File: config.mk
export PLATFORM = sky130hd
export DESIGN_NAME = frog_renderer
export DESIGN_NICKNAME = d
export VERILOG_FILES = /design/src/rtl/frog_renderer.sv
export SDC_FILE = /design/constraint.sdc
export NUM_CORES = 1
export LEC_CHECK = 0
export BUFFER_PORTS_ARGS = -buffer_cell sky130_fd_sc_hd__buf_4
export CAP_MARGIN = 20
export CORE_MARGIN = 2
export CORE_UTILIZATION = 56
export CTS_CLUSTER_DIAMETER = 50
export DETAILED_ROUTE_END_ITERATION = 6
export PLACE_DENSITY = 0.78
export SKIP_LAST_GASP = 1
export SYNTH_ARGS = -nofsm -noshare
export SYNTH_HDL_FRONTEND = slang
export SYNTH_SLANG_ARGS = --single-unit
File: constraint.sdc
create_clock -name clock -period 3.55 [get_ports clock]
set_input_delay 0.355 -clock clock [delete_from_list [all_inputs] [get_ports clock]]
set_output_delay 0.355 -clock clock [all_outputs]
set_load 0.005 [all_outputs]
File: src/rtl/frog_renderer.sv
// rtl/frog_renderer.sv - Frogger-style game state plus registered RRRGGGBB pixel source for the VGA path
module frog_renderer #(
    parameter int H_ACTIVE     = 640,
    parameter int V_ACTIVE     = 480,
    parameter int CELL         = 32,
    parameter int CAR_W        = 64,
    parameter int START_LIVES  = 3,
    parameter int DEATH_FRAMES = 30
) (
    input  logic       clock,
    input  logic       reset,
    input  logic [9:0] next_x,
    input  logic [9:0] next_y,
    input  logic       btn_up,
    input  logic       btn_down,
    input  logic       btn_left,
    input  logic       btn_right,
    output logic [7:0] color_out,
    output logic       frame_tick,
    output logic [7:0] score,
    output logic [3:0] lives
);
    localparam int COLS      = H_ACTIVE / CELL;
    localparam int ROWS      = V_ACTIVE / CELL;
    localparam int START_COL = COLS / 2 - 1;
    localparam int START_ROW = ROWS - 1;
    localparam int DW        = $clog2(DEATH_FRAMES + 1);

    localparam logic [7:0] C_GOAL  = 8'b00000011;
    localparam logic [7:0] C_ROAD  = 8'b01001001;
    localparam logic [7:0] C_FROG  = 8'b00011100;
    localparam logic [7:0] C_DEAD  = 8'b11111100;
    localparam logic [7:0] C_CAR   = 8'b11100000;
    localparam logic [7:0] C_OVER  = 8'b11100000;

    typedef enum logic [1:0] {S_PLAY, S_DEAD, S_OVER} state_t;
    typedef enum logic [2:0] {MV_NONE, MV_UP, MV_DOWN, MV_LEFT, MV_RIGHT} move_t;

    state_t        state_q, state_d;
    move_t         move_q, move_d;
    logic [3:0]    btn_q, btn_d, btn_rise;
    logic [4:0]    col_q, col_d;
    logic [3:0]    row_q, row_d;
    logic [9:0]    car_q [4];
    logic [9:0]    car_d [4];
    logic [DW-1:0] death_q, death_d;
    logic [7:0]    score_q, score_d, color_q, color_d;
    logic [3:0]    lives_q, lives_d;
    logic          vs_q, vs_d, tick_q, tick_d, check_q, check_d;

    // Even lanes drift right, odd lanes left; speed is lane+1 px per frame.
    function automatic logic [9:0] car_step(input logic [9:0] x, input int lane);
        logic [10:0] spd;
        logic [10:0] wide;
        spd  = 11'(lane + 1);
        wide = {1'b0, x};
        if (lane % 2 == 0)
            wide = (wide + spd >= 11'(H_ACTIVE)) ? wide + spd - 11'(H_ACTIVE) : wide + spd;
        else
            wide = (wide < spd) ? wide + 11'(H_ACTIVE) - spd : wide - spd;
        return wide[9:0];
    endfunction

    logic        vis, frog_pix, car_pix, pix_road;
    logic [4:0]  pix_col;
    logic [3:0]  pix_row;
    logic [1:0]  pix_lane;
    logic [10:0] px, pcx, pend;

    always_comb begin
        vis      = (next_x < 10'(H_ACTIVE)) && (next_y < 10'(V_ACTIVE));
        pix_col  = 5'(next_x / 10'(CELL));
        pix_row  = 4'(next_y / 10'(CELL));
        pix_lane = 2'(pix_row - 4'd10);
        pix_road = (pix_row >= 4'd10) && (pix_row <= 4'd13);
        px       = {1'b0, next_x};
        pcx      = {1'b0, car_q[pix_lane]};
        pend     = pcx + 11'(CAR_W);
        car_pix  = pix_road && (((px >= pcx) && (px < pend)) ||
                   ((pend > 11'(H_ACTIVE)) && (px < pend - 11'(H_ACTIVE))));
        frog_pix = (pix_col == col_q) && (pix_row == row_q);
        color_d  = 8'h00;
        if (vis) begin
            if (state_q == S_OVER)      color_d = C_OVER;
            else if (frog_pix)          color_d = (state_q == S_PLAY) ? C_FROG : C_DEAD;
            else if (car_pix)           color_d = C_CAR;
            else if (pix_row == 4'd0)   color_d = C_GOAL;
            else if (pix_road)          color_d = C_ROAD;
        end
    end

    logic        frog_hit;
    logic [1:0]  frog_lane;
    logic [10:0] fx, fcx, fend;

    // Half-open spans: a car ending exactly at the frog's left edge is not a hit.
    always_comb begin
        frog_lane = 2'(row_q - 4'd10);
        fx        = 11'(col_q) * 11'(CELL);
        fcx       = {1'b0, car_q[frog_lane]};
        fend      = fcx + 11'(CAR_W);
        frog_hit  = (row_q >= 4'd10) && (row_q <= 4'd13) &&
                    (((fcx < fx + 11'(CELL)) && (fx < fend)) ||
                     ((fend > 11'(H_ACTIVE)) && (fx < fend - 11'(H_ACTIVE))));
    end

    always_comb begin
        state_d = state_q;
        move_d  = move_q;
        col_d   = col_q;
        row_d   = row_q;
        death_d = death_q;
        score_d = score_q;
        lives_d = lives_q;
        for (int l = 0; l < 4; l++) car_d[l] = car_q[l];
        btn_d    = {btn_up, btn_down, btn_left, btn_right};
        btn_rise = btn_d & ~btn_q;
        vs_d     = (next_y == 10'(V_ACTIVE)) && (next_x == 10'd0);
        tick_d   = vs_d && !vs_q;
        check_d  = tick_q;

        if (tick_q) begin
            for (int l = 0; l < 4; l++) car_d[l] = car_step(car_q[l], l);
            move_d = MV_NONE;
            if (state_q == S_PLAY) begin
                case (move_q)
                    MV_UP:    if (row_q != 4'd0)              row_d = row_q - 4'd1;
                    MV_DOWN:  if (row_q != 4'(ROWS - 1))      row_d = row_q + 4'd1;
                    MV_LEFT:  if (col_q != 5'd0)              col_d = col_q - 5'd1;
                    MV_RIGHT: if (col_q != 5'(COLS - 1))      col_d = col_q + 5'd1;
                    default: ;
                endcase
            end else if (state_q == S_DEAD) begin
                death_d = death_q + 1'b1;
                if (death_d == DW'(DEATH_FRAMES)) begin
                    col_d   = 5'(START_COL);
                    row_d   = 4'(START_ROW);
                    state_d = (lives_q != 4'd0) ? S_PLAY : S_OVER;
                end
            end
        end

        if (state_q == S_PLAY && btn_rise != 4'd0) begin
            if (btn_rise[3])      move_d = MV_UP;
            else if (btn_rise[2]) move_d = MV_DOWN;
            else if (btn_rise[1]) move_d = MV_LEFT;
            else                  move_d = MV_RIGHT;
        end

        if (check_q && state_q == S_PLAY) begin
            if (row_q == 4'd0) begin
                if (score_q != 8'hFF) score_d = score_q + 8'd1;
                col_d = 5'(START_COL);
                row_d = 4'(START_ROW);
            end else if (frog_hit) begin
                lives_d = lives_q - 4'd1;
                state_d = S_DEAD;
                death_d = '0;
            end
        end
    end

    always_ff @(posedge clock) begin
        if (reset) begin
            state_q <= S_PLAY;
            move_q  <= MV_NONE;
            btn_q   <= '0;
            col_q   <= 5'(START_COL);
            row_q   <= 4'(START_ROW);
            for (int l = 0; l < 4; l++) car_q[l] <= 10'(l * (H_ACTIVE / 4));
            death_q <= '0;
            score_q <= '0;
            lives_q <= 4'(START_LIVES);
            color_q <= '0;
            vs_q    <= 1'b0;
            tick_q  <= 1'b0;
            check_q <= 1'b0;
        end else begin
            state_q <= state_d;
            move_q  <= move_d;
            btn_q   <= btn_d;
            col_q   <= col_d;
            row_q   <= row_d;
            for (int l = 0; l < 4; l++) car_q[l] <= car_d[l];
            death_q <= death_d;
            score_q <= score_d;
            lives_q <= lives_d;
            color_q <= color_d;
            vs_q    <= vs_d;
            tick_q  <= tick_d;
            check_q <= check_d;
        end
    end

    assign color_out  = color_q;
    assign frame_tick = tick_q;
    assign score      = score_q;
    assign lives      = lives_q;
endmodule

==> impl_metrics.env, run 1 <==
export IMPL_gp_congestion=0.914
export IMPL_ir_drop_uv=354
export IMPL_p_per_area_mw_per_mm2=284
export IMPL_min_path_type="input pin to register"
export IMPL_final_cells=957
export IMPL_row_count=38
export IMPL_drive_gt1_share_pct=14.0
export IMPL_leakagePower_nw=2.79
export IMPL_cts_root_buf="clkbuf_8"
export IMPL_yosysUniqueCellTypes=69
export IMPL_skew_ps=12.3
export IMPL_yosys_top_cells_count="dfxtp_1 (81), nor2_1 (77), ha_1 (54), nand2_1 (54), inv_1 (41)"
export IMPL_netlist_top_cells_area="dfxtp_1 (26%), ha_1 (11%), xnor2_1 (5.2%)"
export IMPL_comb_power_share_pct=11.1
export IMPL_first_global_vias=5555
export IMPL_seqPwrFrac_pct=46.9
export IMPL_cts_sinks=81
export IMPL_antenna_found_initial=0
export IMPL_clk_path_buf_depth=2
export IMPL_cts_tree="done"
export IMPL_yosys_area_top_type="dfxtp_1"
export IMPL_cp_required_ps=3820
export IMPL_synth_seq_cells=81
export IMPL_met2_length_um=7440
export IMPL_internal_power_mw=1.50
export IMPL_setup_viol=0
export IMPL_worst_slew_pin_slew_ps=856
export IMPL_syn_num_nets=857
export IMPL_dr_pass1_iters=7
export IMPL_vias=5845
export IMPL_synth_top_area_share_pct=25.8
export IMPL_grt_max_degree=80
export IMPL_antenna_left=0
export IMPL_clk_latency_ps=390
export IMPL_power_frac_clock_pct=42.0
export IMPL_synthFlopType="dfxtp_1"
export IMPL_setup_tns_ps=0
export IMPL_final_hold_viol_count=0
export IMPL_synth_edff_count=0
export IMPL_routed_wl_um=15800
export IMPL_drc=0
export IMPL_nFillCells=917
export IMPL_syn_area_mm2=0.00629
export IMPL_drt_initial_drc_count=445
export IMPL_synthArstFlopShare_pct=0
export IMPL_wl_met3_um=1110
export IMPL_die_area_mm2=0.0121
export IMPL_coreArea_mm2=0.0109
export IMPL_pin_count=47
export IMPL_critPathKind="register to register"
export IMPL_status="complete, no violations"
export IMPL_cts_buffers=9
export IMPL_min_period_over_period_pct=95.0
export IMPL_die_w_um=110
export IMPL_overflow=0
export IMPL_grt_pass1_wl_um=26200
export IMPL_finalMaxSlewViolations=0
export IMPL_yosysWarnings=0
export IMPL_syn_avg_cell_area_um2=8.09
export IMPL_p_sw_share_pct=25.3
export IMPL_via_per_inst=6.11
export IMPL_antenna_cells=0
export IMPL_cap_violations=0
export IMPL_crit_arrival_ps=3640
export IMPL_synthToLayoutAreaGrowth_pct=12.2
export IMPL_slew_headroom_pct=42.8
export IMPL_start_kind="register"
export IMPL_h_tree_depth=3
export IMPL_synth_seq_area_share_pct=25.8
export IMPL_dpl_cell_count=938
export IMPL_netlist_instances=777
export IMPL_initial_core_util_pct=57.7
export IMPL_holdBufCountCts=0
export IMPL_grt_use_total_pct=27.7
export IMPL_end_kind="register"
export IMPL_clk_pin_slew_worst_paths_ps=90
export IMPL_yosysMostFrequentCell="dfxtp_1"
export IMPL_die_h_um=110
export IMPL_rsz0062_at_grt="false"
export IMPL_p_sw_mw=0.506
export IMPL_wl_met1_um=6950
export IMPL_cp_max_fo=10
export IMPL_fmax_mhz=297
export IMPL_wl_per_cell_um=16.5
export IMPL_io_buffers=46
export IMPL_post_dp_hpwl_um=11800
export IMPL_top_layer="met4"
export IMPL_fin_crit_ps=3370
export IMPL_finalNetCount=892
[worst paths after layout]
path	to	start	cells after the start	slack (ps)
worst min register to register	frame_tick$_SDFF_PP0_	vs_q$_SDFF_PP0_	1	400
worst min-delay path	btn_q[0]$_SDFF_PP0_	btn_right	2	180
worst max register to register	lives[3]$_SDFFE_PP0P_	row_q[1]$_SDFF_PP1_	13	180
worst max-delay path	lives[3]$_SDFFE_PP0P_	row_q[1]$_SDFF_PP1_	13	180
[stage by stage]
| stage | worst slack (ps) | cell area [um2] | util (%) | power (mW) | hold slack [ps] |
|---|---|---|---|---|---|
| floorplan | 209 | 6290 | - | 1.10 | 373 |
| global placement | 190 | 6750 | 62.0 | 1.17 | 383 |
| detailed placement | 56.6 | 6750 | 62.0 | 1.18 | 393 |
| CTS | 38.0 | 6990 | 64.2 | 2.02 | 171 |
| global route | 0.823 | 7050 | 64.8 | 2.08 | 195 |
| finish | 178 | 7050 | 64.8 | 2.00 | 182 |
[sequential cells by signal, summed over array words and instances, names as in the netlist, 3 cells and up]
name,count
car_q,37
score,8
color_out,6
col_q,5
death_q,5
btn_q,4
lives,4
row_q,4
move_q,3
[worst max-delay path, cell delays in order, from the launching register on]
cell,delay (ps)
dfxtp_2,390
buf_6,160
mux4_2,620
xnor2_4,200
ha_1,290
inv_1,40
ha_1,290
o21a_1,110
o21ai_0,80
a22oi_1,200
o221ai_1,170
and4_1,200
and2_0,130
a2111o_1,370
[kinds of logic (layout without fill, tap and decap cells)]
kind of cell	after synthesis	in the layout	share of synthesized area [%]
AO/OA/AOI/OAI	156	156	16.7
XOR/XNOR	60	60	8.36
adder cells (fa/ha/maj)	54	54	10.7
buffers and inverters	83	123	5.47
flip-flops	81	81	25.8
multiplexers	26	26	7.04
AND/OR/NAND/NOR	317	317	25.9
[cells in the final DEF, fill, tap and decap left out, types with 13 or more instances in the layout]
| cell | synthesis | routed |
|---|---|---|
| dfxtp_1 | 81 | 80 |
| nor2_1 | 77 | 77 |
| buf_4 | 3 | 65 |
| nand2_1 | 54 | 54 |
| ha_1 | 54 | 53 |
| inv_1 | 41 | 41 |
| a21oi_1 | 37 | 37 |
| xnor2_1 | 37 | 35 |
| nand3_1 | 31 | 31 |
| nor3_1 | 31 | 31 |
| o21ai_0 | 29 | 29 |
| nand2b_1 | 24 | 24 |
| xor2_1 | 23 | 23 |
| nand4_1 | 19 | 19 |
| mux4_2 | 13 | 13 |
| nor2b_1 | 13 | 13 |
[power by group through the flow]
| stage | sequential [mW] | clock (mW) | combinational, mW |
|---|---|---|---|
| 3_3_place_gp | 0.959 | 0 | 0.209 |
| 2_1_floorplan | 0.953 | 0 | 0.152 |
| 3_5_place_dp | 0.960 | 0 | 0.220 |
| 4_1_cts | 0.939 | 0.859 | 0.221 |
| 5_1_grt | 0.941 | 0.888 | 0.250 |
| 6_report | 0.939 | 0.841 | 0.223 |
[cell type report]
cell class	instances	area, um2	share of cell area [%]
well taps	140	175	2.48
repair buffers	66	499	7.08
clock buffers	10	128	1.81
multi-input cells	613	4360	61.8
flip-flops and latches	81	1620	23.0
clock inverters	6	115	1.63
inverters	41	154	2.18
[per-layer routing]
layer	vias to the layer above	track usage, %
met4	0	10.2
li1	2875	-
met1	2739	35.5
met3	25	4.74
met5	-	0
met2	206	46.4
[what timing repair did]
item,4_1_cts,5_1_grt
setup buffers,0,3
resized for setup,0,7
setup endpoints to repair,0,10
Note: power is estimated with default switching activity, not from simulation.
==> inputs of run 2 (changes only) <==
--- a/config.mk
+++ b/config.mk
@@ -8,10 +8,10 @@
 export BUFFER_PORTS_ARGS = -buffer_cell sky130_fd_sc_hd__buf_4
 export CAP_MARGIN = 20
 export CORE_MARGIN = 2
-export CORE_UTILIZATION = 56
+export CORE_UTILIZATION = 60
 export CTS_CLUSTER_DIAMETER = 50
 export DETAILED_ROUTE_END_ITERATION = 6
-export PLACE_DENSITY = 0.78
+export PLACE_DENSITY = 0.8
 export SKIP_LAST_GASP = 1
 export SYNTH_ARGS = -nofsm -noshare
 export SYNTH_HDL_FRONTEND = slang
==> constraint.sdc (replaced) <==
create_clock -name clock -period 3.62 [get_ports clock]
set_input_delay 0.362 -clock clock [delete_from_list [all_inputs] [get_ports clock]]
set_output_delay 0.362 -clock clock [all_outputs]
set_load 0.005 [all_outputs]
==> run 2 against run 1 <==
  * Die area decreased by 6.4%
  * Routed wire length decreased by 0.97%
  * First-iteration DRC count increased by 11%
  * Non-clock buffer count decreased by 9
  * Worst setup slack improved by 63 ps
  * Sequential share of layout area increased by 0.49 points
  * Clock power decreased by 25%
  * Sequential power decreased by 2.3%
  * Count of clock-buffer cells in the layout increased by 1
  * Cell count decreased by 1.4%
  * Final area decreased by 2.1%
  * Global-route usage increased by 0.11 points
  * Critical endpoint unchanged
  * Largest cell class unchanged
==> impl_metrics.env, run 2 (synthesis results as in run 1) <==
export IMPL_cts_sinks=81
export IMPL_initial_core_util_pct=61.5
export IMPL_grt_use_total_pct=27.8
export IMPL_cp_slowest_cell="mux4_2"
export IMPL_setup_ws_ps=241
export IMPL_crit_top_cell="ha_1"
export IMPL_clk_path_buf_depth=2
export IMPL_clk_latency_ps=360
export IMPL_pin_count=47
export IMPL_mostFrequentLayoutCells="dfxtp_1 (80), nor2_1 (77), buf_4 (56)"
export IMPL_grt_pass1_wl_um=25600
export IMPL_cap_violations=0
export IMPL_cts_root_buf="clkbuf_8"
export IMPL_hold_start="btn_right"
export IMPL_min_path_type="input pin to register"
export IMPL_wl_per_cell_um=16.6
export IMPL_final_hold_viol_count=0
export IMPL_vias=5891
export IMPL_layout_commonest_cell="dfxtp_1"
export IMPL_cp_num_buf_inv=2
export IMPL_post_route_util_pct=67.5
export IMPL_routed_wl_um=15600
export IMPL_dr_pass1_iters=5
export IMPL_ir_drop_uv=183
export IMPL_cts_buffers=9
export IMPL_drc=0
export IMPL_rsz0062_at_grt="false"
export IMPL_synthToLayoutAreaGrowth_pct=9.83
export IMPL_dpl_instance_area_mm2=0.00670
export IMPL_antenna_found_initial=0
export IMPL_slew_headroom_pct=44.7
export IMPL_final_cells=944
export IMPL_path_cells="buf_4, mux4_2, xnor2_2, ha_1, inv_1, ha_1, o21a_1, o21ai_0, a22oi_1, o221ai_2, and4_1, and2_0, a2111o_1"
export IMPL_io_buffers=46
export IMPL_skew_ps=8.74
export IMPL_min_period_over_period_pct=93.3
export IMPL_drive_gt1_share_pct=13.0
export IMPL_min_delay_worst_endpoint="btn_q[0]$_SDFF_PP0_"
export IMPL_worst_r2r_setup_slack_ps=240
export IMPL_gp_congestion=0.937
export IMPL_finalNetCount=883
export IMPL_regMostFlops="car_q"
export IMPL_fin_crit_ps=3380
export IMPL_cts_tree="done"
export IMPL_grt_max_degree=80
export IMPL_total_power_mw=1.77
export IMPL_leakagePower_nw=2.72
export IMPL_die_h_um=106
export IMPL_die_area_mm2=0.0113
export IMPL_die_w_um=106
export IMPL_via_per_inst=6.24
export IMPL_holdWs_ps=212
export IMPL_h_tree_depth=3
export IMPL_r2r_start="row_q[1]$_SDFF_PP1_"
export IMPL_end_kind="register"
export IMPL_stdcell_area_mm2=0.00691
export IMPL_start_kind="register"
export IMPL_antenna_left=0
export IMPL_largest_reg_flops=37
export IMPL_post_dp_hpwl_um=11500
export IMPL_clk_pin_slew_worst_paths_ps=80
export IMPL_setup_tns_ps=0
export IMPL_dpl_cell_count=927
export IMPL_reg2regPathDepth=13
export IMPL_fmax_mhz=296
export IMPL_slowest_delay_ps=600
export IMPL_crit_arrival_ps=3630
export IMPL_antenna_cells=0
export IMPL_first_global_vias=5470
export IMPL_critPathKind="register to register"
export IMPL_setup_viol=0
export IMPL_coreArea_mm2=0.0102
export IMPL_drt_initial_drc_count=495
export IMPL_dp_slack_ps=41.6
export IMPL_p_per_area_mw_per_mm2=256
export IMPL_finalMaxSlewViolations=0
export IMPL_worst_hold_path_num_cells=2
export IMPL_overflow=0
export IMPL_crit_family="compound AO/OA/AOI/OAI gates"
export IMPL_row_count=37
export IMPL_cp_required_ps=3870
export IMPL_r2r_end="lives[3]$_SDFFE_PP0P_"
export IMPL_cp_max_fo=12
export IMPL_worst_slew_pin_slew_ps=828
export IMPL_status="complete, no violations"
## run 2: cell types whose count changed in the layout (fill, tap and decap cells not counted), sizes merged
cell    previous run  this run
clkinv             1         3
bufinv             3         0
clkbuf            10        11
buf               66        57
## run 2: area by class of cell
class	instances	area, um2
sequential	81	1620
timing repair buffer	57	440
multi-input combinational	613	4340
fill	857	3330
clock inverter	5	38.8
inverter	41	154
tap	136	170
clock buffer	11	141
## run 2: worst max-delay path by stage
stage | from | to | slack (ps) | cells after the start
3_5_place_dp | row_q[1]$_SDFF_PP1_ | death_q[2]$_SDFF_PP0_ | 40 | 12
3_3_place_gp | row_q[1]$_SDFF_PP1_ | lives[3]$_SDFFE_PP0P_ | 190 | 12
5_1_grt | row_q[1]$_SDFF_PP1_ | lives[3]$_SDFFE_PP0P_ | 30 | 13
2_1_floorplan | row_q[0]$_SDFF_PP0_ | state_q[0]$_SDFF_PP0_ | 280 | 14
6_report | row_q[1]$_SDFF_PP1_ | lives[3]$_SDFFE_PP0P_ | 240 | 13
4_1_cts | row_q[1]$_SDFF_PP1_ | lives[3]$_SDFFE_PP0P_ | 30 | 12
## run 2: metal layers
layer | vias to the layer above | track usage, % | share of wire (%)
met2 | 234 | 46.5 | 48
met5 | - | 0 | 0
met1 | 2771 | 35.7 | 44
met3 | 34 | 4.60 | 5.6
li1 | 2852 | - | -
met4 | 0 | 10.8 | 2.0
## run 2: power by group
part / leakage (nW) / switching, mW / internal, mW
registers: 0.655 / 0.0137 / 0.904
logic: 1.97 / 0.120 / 0.103
clock network: 0.0899 / 0.356 / 0.272
total: 2.72 / 0.490 / 1.28
## run 2: what timing repair did
| item | CTS | global route |
|---|---|---|
| hold buffers | 0 | 0 |
| setup endpoints to repair | 0 | 10 |
| gates resized for setup | 0 | 4 |
| setup buffers | 0 | 1 |
==> inputs of run 3 (changes only) <==
--- a/config.mk
+++ b/config.mk
@@ -9,6 +9,7 @@
 export CAP_MARGIN = 20
 export CORE_MARGIN = 2
 export CORE_UTILIZATION = 60
+export CTS_BUF_LIST = sky130_fd_sc_hd__clkbuf_8
 export CTS_CLUSTER_DIAMETER = 50
 export DETAILED_ROUTE_END_ITERATION = 6
 export PLACE_DENSITY = 0.8
==> run 3 against run 2 <==
  * Highest routed layer unchanged
  * Sequential share of layout area is the same
  * Register-to-register slack about the same
  * Final area is the same
  * Largest power group unchanged
  * Utilization stayed put
==> impl_metrics.env, run 3 (synthesis results as in run 1) <==
export IMPL_grt_use_total_pct=27.8
export IMPL_via_per_inst=6.23
export IMPL_antenna_left=0
export IMPL_slew_headroom_pct=42.6
export IMPL_post_dp_hpwl_um=11500
export IMPL_path_cells="buf_4, mux4_2, xnor2_2, ha_1, inv_1, ha_1, o21a_1, o21ai_0, a22oi_1, o221ai_2, and4_1, and2_0, a2111o_1"
export IMPL_hold_start="btn_right"
export IMPL_slowest_delay_ps=600
export IMPL_mostFrequentLayoutCells="dfxtp_1 (80), nor2_1 (77), buf_4 (56)"
export IMPL_r2r_start="row_q[1]$_SDFF_PP1_"
export IMPL_gp_congestion=0.937
export IMPL_start_kind="register"
export IMPL_p_per_area_mw_per_mm2=256
export IMPL_regMostFlops="car_q"
export IMPL_critPathKind="register to register"
export IMPL_largest_reg_flops=37
export IMPL_dr_pass1_iters=5
export IMPL_finalNetCount=883
export IMPL_cts_buffers=9
export IMPL_reg2regPathDepth=13
export IMPL_crit_top_cell="ha_1"
export IMPL_end_kind="register"
export IMPL_synthToLayoutAreaGrowth_pct=9.83
export IMPL_regArea_mm2=0.00162
export IMPL_ir_drop_uv=183
export IMPL_antenna_cells=0
export IMPL_cp_max_fo=12
export IMPL_min_period_over_period_pct=93.2
export IMPL_vias=5880
export IMPL_setup_tns_ps=0
export IMPL_grt_pass1_wl_um=25600
export IMPL_clk_pin_slew_worst_paths_ps=80
export IMPL_io_buffers=46
export IMPL_status="complete, no violations"
export IMPL_layout_commonest_cell="dfxtp_1"
export IMPL_drc=0
export IMPL_final_hold_viol_count=0
export IMPL_min_path_type="input pin to register"
export IMPL_row_count=37
export IMPL_coreArea_mm2=0.0102
export IMPL_setup_viol=0
export IMPL_rsz0062_at_grt="false"
export IMPL_fmax_mhz=296
export IMPL_overflow=0
export IMPL_nFillCells=857
export IMPL_die_w_um=106
export IMPL_cts_sinks=81
export IMPL_drive_gt1_share_pct=13.0
export IMPL_h_tree_depth=3
export IMPL_die_h_um=106
export IMPL_worst_r2r_setup_slack_ps=240
export IMPL_clk_path_buf_depth=2
export IMPL_worst_slew_pin_slew_ps=859
export IMPL_min_delay_worst_endpoint="btn_q[0]$_SDFF_PP0_"
export IMPL_routed_wl_um=15600
export IMPL_grt_max_degree=80
export IMPL_drt_initial_drc_count=496
export IMPL_cap_violations=0
export IMPL_holdWs_ps=213
export IMPL_finalMaxSlewViolations=0
export IMPL_wl_per_cell_um=16.5
export IMPL_first_global_vias=5470
export IMPL_antenna_found_initial=0
export IMPL_cts_root_buf="clkbuf_8"
export IMPL_cp_slowest_cell="mux4_2"
export IMPL_worst_hold_path_num_cells=2
export IMPL_cp_required_ps=3870
export IMPL_initial_core_util_pct=61.5
export IMPL_pin_count=47
export IMPL_cts_tree="done"
export IMPL_r2r_end="lives[3]$_SDFFE_PP0P_"
export IMPL_skew_ps=8.31
export IMPL_leakagePower_nw=2.72
export IMPL_die_area_mm2=0.0113
export IMPL_fin_crit_ps=3380
export IMPL_crit_arrival_ps=3630
export IMPL_multiInputGateArea_mm2=0.00434
export IMPL_clk_latency_ps=360
## run 3: changes by cell type in the layout (fill, tap and decap cells not counted), sizes merged
cell	previous run	this run
clkbuf	11	10
inv	42	43
## run 3: what timing repair did
| item | CTS | global route |
|---|---|---|
| endpoints found under the hold margin | 0 | 0 |
| endpoints found under the setup margin | 0 | 10 |
| gates resized for setup | 0 | 4 |
| hold buffers | 0 | 0 |
| buffers inserted | 0 | 1 |
## run 3: area by class of cell
class	count	share of cell area, %
Tap cell	136	2.46
Timing Repair Buffer	57	6.38
Multi-Input combinational cell	613	62.8
Clock buffer	10	1.99
Sequential cell	81	23.5
Inverter	41	2.23
Clock inverter	6	0.616
## run 3: worst max-delay path: cells and delay by family (launching register included)
family / cells / cell delay [ps]
adders and majority gates: 2 / 570
AOI/OAI and AO/OA: 5 / 900
muxes: 1 / 600
xor gates and xnor gates: 1 / 190
and+or+nand+nor: 2 / 320
DFF: 1 / 400
buffers and inverters: 2 / 260
## run 3: stage by stage
step	power, mW	util (%)	setup slack [ps]	instances	instance area [um2]
after floorplan	1.08	-	279	777	6290
after global placement	1.15	65.5	194	927	6700
after detailed placement	1.16	65.5	41.6	927	6700
after CTS	1.77	67.2	34.6	943	6880
after global routing	1.84	67.5	25.1	944	6910
final	1.77	67.5	244	944	6910
## run 3: how the worst max path moves through the flow
| stage | from | end | slack (ps) | depth (start not counted) |
|---|---|---|---|---|
| 2_1_floorplan | row_q[0]$_SDFF_PP0_ | state_q[0]$_SDFF_PP0_ | 280 | 14 |
| 3_3_place_gp | row_q[1]$_SDFF_PP1_ | lives[3]$_SDFFE_PP0P_ | 190 | 12 |
| 3_5_place_dp | row_q[1]$_SDFF_PP1_ | death_q[2]$_SDFF_PP0_ | 40 | 12 |
| 4_1_cts | row_q[1]$_SDFF_PP1_ | lives[3]$_SDFFE_PP0P_ | 30 | 12 |
| 5_1_grt | row_q[1]$_SDFF_PP1_ | lives[3]$_SDFFE_PP0P_ | 30 | 13 |
| 6_report | row_q[1]$_SDFF_PP1_ | lives[3]$_SDFFE_PP0P_ | 240 | 13 |
## run 3: per-layer routing
layer	GRT usage, %	vias up	part of all wire, %
met1	35.7	2766	44
met2	46.5	229	48
met5	0	-	0
met4	10.8	0	1.9
met3	4.60	31	6.1
li1	-	2854	-
## run 3: power by group
| part | total (mW) | internal [mW] | switching [mW] |
|---|---|---|---|
| logic | 0.223 | 0.103 | 0.120 |
| registers | 0.917 | 0.904 | 0.0138 |
| clock network | 0.625 | 0.269 | 0.356 |
| total | 1.77 | 1.28 | 0.490 |
